[src/rtl/sym_gearbox_pkg.sv]
// Shared constants and types for the 10-bit symbol <-> 16-bit word gearbox pair
// (this packer and the downstream unpacker).
package sym_gearbox_pkg;

    localparam int unsigned SYM_W       = 10;
    localparam int unsigned WORD_W      = 16;
    localparam int unsigned GROUP_WORDS = 5;
    localparam int unsigned GROUP_SYMS  = 8;

    // Accumulator holds one full word plus one incoming symbol.
    localparam int unsigned ACC_W  = SYM_W + WORD_W;
    localparam int unsigned FILL_W = 5;
    localparam int unsigned WCNT_W = 3;

    typedef logic [SYM_W-1:0]  sym_t;
    typedef logic [WORD_W-1:0] word_t;

endpackage

[src/rtl/sym_packer_10to16.sv]
// Packs 10-bit symbols LSB-first into 16-bit words, marking word 0 of every 5-word group.
// Optional SYM_PACKER_FLUSH_EN adds a flush input that zero-pads the tail to a word boundary.
module sym_packer_10to16
    import sym_gearbox_pkg::*;
(
    input  logic              clk,
    input  logic              rst,
    input  logic [SYM_W-1:0]  in_sym,
    input  logic              in_valid,
    output logic              in_ready,
    output logic [WORD_W-1:0] out_word,
    output logic              out_valid,
    input  logic              out_ready,
    output logic              out_sog
`ifdef SYM_PACKER_FLUSH_EN
    ,
    input  logic              flush
`endif
);

    logic [ACC_W-1:0]  acc_q, acc_d;
    logic [FILL_W-1:0] fill_q, fill_d;
    logic [WCNT_W-1:0] wcnt_q, wcnt_d;

    logic              pop;
    logic              push;
    logic [FILL_W-1:0] fill_ap;
    logic [ACC_W-1:0]  acc_shift;
    logic [WCNT_W-1:0] wcnt_inc;

`ifdef SYM_PACKER_FLUSH_EN
    logic pad_q, pad_d;
    logic flush_busy;
    logic pad_now;
`endif

    assign out_word  = acc_q[WORD_W-1:0];
    assign out_valid = (fill_q >= FILL_W'(WORD_W));
    assign out_sog   = (wcnt_q == '0);

    // Handshake: pop is evaluated first so in_ready sees the space it frees.
    always_comb begin
        pop       = out_valid && out_ready;
        fill_ap   = pop ? (fill_q - FILL_W'(WORD_W)) : fill_q;
        acc_shift = pop ? (acc_q >> WORD_W) : acc_q;
        in_ready  = (fill_ap <= FILL_W'(ACC_W - SYM_W));
`ifdef SYM_PACKER_FLUSH_EN
        flush_busy = flush && (fill_q != '0);
        pad_now    = flush && (fill_ap != '0) && (fill_ap < FILL_W'(WORD_W));
        if (flush_busy) begin
            in_ready = 1'b0;
        end
`endif
        push = in_valid && in_ready;
    end

    // Next state: shift out the popped word, then insert at the post-shift fill.
    always_comb begin
        wcnt_inc = (wcnt_q == WCNT_W'(GROUP_WORDS - 1)) ? '0 : (wcnt_q + WCNT_W'(1));
        acc_d    = acc_shift;
        fill_d   = fill_ap;
        wcnt_d   = pop ? wcnt_inc : wcnt_q;
`ifdef SYM_PACKER_FLUSH_EN
        pad_d    = pad_q;
`endif
        if (push) begin
            acc_d  = acc_shift | (ACC_W'(in_sym) << fill_ap);
            fill_d = fill_ap + FILL_W'(SYM_W);
        end
`ifdef SYM_PACKER_FLUSH_EN
        // Bits above fill are always zero, so padding only bumps the fill count.
        if (pad_now) begin
            fill_d = FILL_W'(WORD_W);
            pad_d  = 1'b1;
        end else if (pad_q && pop && (fill_ap == '0)) begin
            wcnt_d = '0;
            pad_d  = 1'b0;
        end
`endif
    end

    always_ff @(posedge clk) begin
        if (rst) begin
            acc_q  <= '0;
            fill_q <= '0;
            wcnt_q <= '0;
        end else begin
            acc_q  <= acc_d;
            fill_q <= fill_d;
            wcnt_q <= wcnt_d;
        end
    end

`ifdef SYM_PACKER_FLUSH_EN
    always_ff @(posedge clk) begin
        if (rst) begin
            pad_q <= 1'b0;
        end else begin
            pad_q <= pad_d;
        end
    end
`endif

    always_ff @(posedge clk) begin
        if (!rst) begin
            assert (fill_q <= FILL_W'(ACC_W));
        end
    end

endmodule

[config.mk]
export PLATFORM = sky130hd
export DESIGN_NAME = sym_packer_10to16
export DESIGN_NICKNAME = d
export VERILOG_FILES = /design/src/rtl/sym_gearbox_pkg.sv /design/src/rtl/sym_packer_10to16.sv
export SDC_FILE = /design/constraint.sdc
export NUM_CORES = 1
export LEC_CHECK = 0
export ABC_AREA = 0
export CAP_MARGIN = 20
export CORE_MARGIN = 2
export CORE_UTILIZATION = 40
export CTS_BUF_LIST = sky130_fd_sc_hd__clkbuf_16
export CTS_CLUSTER_SIZE = 40
export DETAILED_ROUTE_END_ITERATION = 8
export GPL_ROUTABILITY_DRIVEN = 0
export PLACE_DENSITY_LB_ADDON = 0.3
export SETUP_SLACK_MARGIN = 0.05
export SLEW_MARGIN = 20
export SYNTH_ARGS = -nofsm -noshare
export SYNTH_HDL_FRONTEND = slang
export SYNTH_SLANG_ARGS = --single-unit
[constraint.sdc]
create_clock -name clk -period 3.7 [get_ports clk]
set_clock_uncertainty 0.15 [all_clocks]
set_input_delay 0.555 -clock clk [delete_from_list [all_inputs] [get_ports clk]]
set_output_delay 0.555 -clock clk [all_outputs]
set_load 0.1 [all_outputs]
==> results of run 1 <==
## routing by layer
layer,vias to the layer above,global-route usage (%),wire length (um)
met1,812,25.1,2190
li1,857,-,-
met2,45,29.1,2130
met5,-,0,0
met3,5,4.14,173
met4,0,7.20,68
## stage by stage
stage	power [mW]	worst slack [ps]	cells	cell area, sq um
3_5_place_dp	0.759	1000	291	2130
5_1_grt	1.18	838	298	2260
3_3_place_gp	0.759	1040	291	2130
6_report	1.13	977	298	2260
4_1_cts	1.14	994	298	2260
2_1_floorplan	0.696	1100	233	1910
## worst min-delay path: cells and delay by family (launching register included)
kind / cells / cell delay (ps)
AND/OR/NAND/NOR: 1 / 50
AO/OA/AOI/OAI: 1 / 60
flip-flops: 1 / 300
## kinds of logic after synthesis
kind of cell / Yosys count
adder cells (fa/ha/maj): 4
AO/OA/AOI/OAI: 56
buffers and inverters: 40
XOR/XNOR: 2
AND/OR/NAND/NOR: 83
multiplexers: 15
flip-flops: 33
## sequential cells by signal, summed over array words and instances, names as in the netlist
register	flops
fill_q	4
acc_q	26
wcnt_q	3
## cell usage in the layout, fill, tap and decap left out, drive strengths merged, types with 4 or more instances in the layout
| cell type | netlist | layout |
|---|---|---|
| mux2i | 13 | 13 |
| a211oi | 4 | 4 |
| o2bb2ai | 6 | 6 |
| nor3 | 11 | 11 |
| a31oi | 8 | 8 |
| nor2 | 19 | 19 |
| ha | 4 | 4 |
| dfxtp | 33 | 33 |
| inv | 7 | 8 |
| clkbuf | 11 | 5 |
| nor4 | 4 | 4 |
| a221oi | 10 | 10 |
| clkdlybuf4s50 | 0 | 30 |
| nor2b | 4 | 4 |
| nand2b | 6 | 6 |
| nand4 | 5 | 5 |
| a21oi | 18 | 18 |
| nand2 | 25 | 25 |
| a22oi | 6 | 6 |
| buf | 21 | 6 |
## power groups by stage
stage                     sequential [mW]  combinational [mW]  clock (mW)
after global placement              0.407               0.352           0
after CTS                           0.400               0.353       0.386
final                               0.400               0.354       0.375
after floorplan                     0.400               0.296           0
after detailed placement            0.407               0.352           0
after global routing                0.404               0.376       0.400
## worst max-delay path by stage
stage	depth (start not counted)	startpoint	end
after floorplan	3	wcnt_q[0]$_SDFFE_PP0P_	out_sog
after global placement	4	out_ready	in_ready
after detailed placement	4	out_ready	in_ready
after CTS	4	out_ready	in_ready
after global routing	4	out_ready	in_ready
final	4	out_ready	in_ready
## synthesized netlist by cell type (2+ instances only)
cell / instances
a211oi_1: 4
a22oi_1: 6
or4_1: 2
nand2_1: 25
nor4_1: 4
nand3_1: 2
inv_1: 7
mux4_2: 2
dfxtp_1: 33
buf_4: 17
nand3b_1: 2
a221oi_1: 10
clkbuf_1: 11
nor2_1: 19
a21oi_1: 17
ha_1: 4
o21ai_0: 2
nor2b_1: 4
a31oi_1: 8
nand4_1: 5
xnor2_1: 2
mux2i_1: 13
o2bb2ai_1: 6
nor3_1: 11
buf_2: 2
and2_1: 2
nand2b_1: 6
## layout make-up
class,instances,area [sq um]
Sequential cell,33,661
Timing Repair Buffer,36,345
Clock inverter,2,7.51
Inverter,8,30.0
Tap cell,54,67.6
Fill cell,457,2400
Multi-Input combinational cell,160,1030
Clock buffer,5,125
==> reports/qor.txt, run 1 <==
Status - complete, no violations
Cell variety after synth - 34
Mapped Area - 1910 sq um
Arrival time worst endpoint - 2020 ps
Utilization after layout - 48.6%
Final #Nets - 262
Hold_sp - acc_q[1]$_SDFF_PP0_
Drt pass-1 iters - 4
Setup crit start kind - input port
Ys async rst share - 0%
Post-synthesis xor/xnor area fraction - 0.916%
H-tree levels - 2
Clock tree buffer depth - 2
Starting Density - 41.0%
Int Pwr - 727 uW
Cell family with most CP delay - buffers and inverters
Layout cells sized above 1 - 5.74%
WHS Endpoint - acc_q[1]$_SDFF_PP0_
Largest net degree at the start of global routing - 40
Vias after detailed routing - 1,719
Largest family of logic cells by synthesized area - simple AND/OR/NAND/NOR gates
Post-synth net total - 251
Final min period - 2720 ps
Leak - 0.781 nW
Post-synthesis mux area share - 9.16%
DR iter-0 viols - 107
Die Height - 73.2 um
Die Footprint - 5350 sq um
Routed length per instance - 15.3 um
Synth Instances - 233
Max-slew violation count - 0
Maximum VDD drop - 0.000233 V
Hold Path Stages - 2
Tightest Hold Check Type - register to register
CTS Buf Count - 5
Residual DRC count - 0
Post-synthesis compound-gate area fraction - 20.3%
Antenna violations before repair - 0
Cts hold-fix bufs - 0
First-pass GRT wire length - 7590 um
Fin Setup TNS - 0 ps
RR Startpoint - fill_q[4]$_SDFF_PP0_
Synth Warn # - 0
Top cells by area, synth - dfxtp_1 35%, mux2i_1 6.8%, buf_4 6.7%
Buffers added on ports - 32
Area grow syn2layout - 18.4%
Setup Buffers After CTS - 0
Psw - 402 uW
Reg2Reg Depth - 4
WHS - 320 ps
Clk_lat worst skew - 270 ps
Simple-gate area share of the yosys netlist - 20.8%
Vias in the first global route - 1,512
RSZ-0062 raised after global routing - no
Prevailing post-synth register cell - dfxtp_1
Fin. Hold Viols - 0
Switch share - 35.6%
Data required time of the worst path - 2990 ps
Clock Sinks - 33
CTS tree - built
Least-Margin Pin Slew - 973 ps
DPL Wire Length - 3280 um
Crit path buffers/inverters - 2
Flop pwr share - 35.4%
Post-synth EDFFs - 0
Post-route ant nets - 0
Kind of critical path - input port to output port
Crit end category - output port
Die width - 73.2 um
Crit share post-route - 73.6%
Post-synth top area share - 34.5%
Routed vias/inst - 5.77
Power per cell area - 498 nW/um^2
Clock power share - 33.2%
Fmax achieved - 367 MHz
Grt ovf - 0
CTS clk-pin slew, worst paths - 50 ps
Comb pwr share - 31.3%
Post-synthesis register bit count - 33
Syn Area/Cell - 8.21 sq um
R2R Path End - acc_q[8]$_SDFF_PP0_
Synth area leader - dfxtp_1
CTS Root Cell - clkbuf_16
Reg-to-reg setup timing slack - 1680 ps
Final WL - 4560 um
Total track usage - 18.7%
Post-CTS resize count - 0
Row cnt - 25
Antenna diodes - 0
Core outline area - 4660 sq um
Headroom to the max-slew limit - 34.9%
Final setup fails - 0
Slowest cell delay on critical path - 570 ps
Maxcap violations - 0
Slowest cell on the critical path - nor2b_1
IO Pins - 33
Sequential element share of the synthesized area - 34.5%
Cell Chain, Critical Path - clkdlybuf4s50_1 > nor2b_1 > nand2_1 > buf_4
Post-synthesis adder-cell area fraction - 2.62%
Largest fanout on the critical path - 11
Power figures use the tool's default switching activity.
==> run 2: changes to the inputs <==
==> constraint.sdc (replaced) <==
create_clock -name clk -period 2.4 [get_ports clk]
set_clock_uncertainty 0.15 [all_clocks]
set_input_delay 0.36 -clock clk [delete_from_list [all_inputs] [get_ports clk]]
set_output_delay 0.36 -clock clk [all_outputs]
set_load 0.1 [all_outputs]
==> run 2 against run 1 <==
Effect of this change: power rose by 57%; final cell count rose by 3.4%; critical path depth rose by 1; setup slack got worse by 730 ps; largest power group unchanged.
==> reports/qor.txt, run 2 (synthesized netlist as in run 1, its figures left out) <==
Row cnt - 25
Max-slew violation count - 0
WHS - 322 ps
Tightest Hold Check Type - register to register
Status - complete, no violations
Headroom to the max-slew limit - 62.9%
Fin Setup TNS - 0 ps
WL met2 - 2190 um
CTS Root Cell - clkbuf_16
Switch share - 36.0%
Crit end category - output port
Largest fanout on the critical path - 13
DPL Wire Length - 3550 um
Psw - 637 uW
Non-filler cells, final - 308
Met3 wire length - 334 um
DRT met1 WL - 2250 um
Die Height - 73.2 um
DR iter-0 viols - 131
Flop pwr share - 35.1%
Clock power share - 33.2%
Vias in the first global route - 1,544
Maximum VDD drop - 0.000327 V
Final #Nets - 272
Int Pwr - 1.13 mW
Layout cells sized above 1 - 17.3%
Setup crit start kind - register
First-pass GRT wire length - 7710 um
Largest registers - acc_q: 26 flops, fill_q: 4 flops, wcnt_q: 3 flops
Drt pass-1 iters - 5
Max reg flops - 26
Grt ovf - 0
Leak - 0.877 nW
Arrival time worst endpoint - 1650 ps
H-tree levels - 2
Finished layout cell area - 2330 sq um
CTS tree - built
Clk_lat worst skew - 270 ps
Comb pwr share - 31.7%
Power per cell area - 759 nW/um^2
Final setup fails - 0
Most frequent cells in the layout - 32 x dfxtp_1, 31 x buf_4, 25 x nand2_1
Routed vias/inst - 5.82
Maxcap violations - 0
Fin. Hold Viols - 0
Residual DRC count - 0
IO Pins - 33
Final WL - 4890 um
RSZ-0062 raised after global routing - no
Post-route ant nets - 0
Final min period - 2160 ps
Area grow syn2layout - 21.7%
DP Area - 2190 sq um
Antenna violations before repair - 0
CTS clk-pin slew, worst paths - 50 ps
Crit share post-route - 89.9%
Kind of critical path - register to output port
Largest Register - acc_q
Largest net degree at the start of global routing - 40
DP Cell Count - 301
Clock tree buffer depth - 2
Clock Sinks - 33
Buffers added on ports - 32
Most common cell after layout, fill and taps aside - dfxtp_1
Total track usage - 19.2%
Routed length per instance - 15.9 um
Fmax achieved - 464 MHz
Die width - 73.2 um
Die Footprint - 5350 sq um
Data required time of the worst path - 1890 ps
CTS Buf Count - 5
Antenna diodes - 0
Vias after detailed routing - 1,792
Starting Density - 41.0%
Least-Margin Pin Slew - 555 ps
Core outline area - 4660 sq um
Max Used Layer - met4
run 2: worst max-delay path: stages (launching register included):
cell and delay [ps]:
dfxtp_1 580, inv_1 110, ha_1 230, nand2b_1 140, nand2_1 110, buf_12 200
run 2: layout make-up:
type | count | area [sq um]
Inverter | 8 | 30.0
Multi-Input combinational cell | 160 | 1030
Sequential cell | 33 | 662
Tap cell | 54 | 67.6
Clock inverter | 2 | 7.51
Clock buffer | 5 | 125
Timing Repair Buffer | 46 | 403
Fill cell | 468 | 2330
run 2: path summary, 6_finish.rpt:
check                              start                    to  slack [ps]  depth (start not counted)
setup / recovery  fill_q[2]$_SDFFE_PP0P_              in_ready         240                          5
hold / removal       acc_q[5]$_SDFF_PP0_   acc_q[5]$_SDFF_PP0_         320                          2
setup reg to reg  fill_q[2]$_SDFFE_PP0P_  acc_q[15]$_SDFF_PP0_         470                          5
hold reg to reg      acc_q[5]$_SDFF_PP0_   acc_q[5]$_SDFF_PP0_         320                          2
run 2: through the flow:
stage               power [mW]  utilization (%)  setup WS (ps)
floorplan                 1.07                -            304
global placement          1.18             47.0            178
detailed placement        1.19             47.0           99.6
CTS                       1.77             49.9            109
global route              1.83             50.0           93.4
finish                    1.77             50.0            243
run 2: power by group through the flow:
stage	combinational (mW)	sequential (mW)	clock [mW]
global placement	0.554	0.630	0
detailed placement	0.556	0.632	0
global route	0.592	0.625	0.615
CTS	0.558	0.620	0.595
floorplan	0.457	0.617	0
finish	0.561	0.620	0.587
run 2: per-layer routing:
| metal | vias up | GRT usage [%] |
|---|---|---|
| li1 | 874 | - |
| met1 | 840 | 26.8 |
| met2 | 70 | 28.2 |
| met3 | 8 | 3.87 |
| met4 | 0 | 8.64 |
| met5 | - | 0 |
run 2: repair_timing:
| action | 4_1_cts | 5_1_grt |
|---|---|---|
| setup endpoints to repair | 0 | 1 |
| gates resized for setup | 0 | 2 |
| hold buffers | 0 | 0 |
| buffers inserted | 0 | 0 |
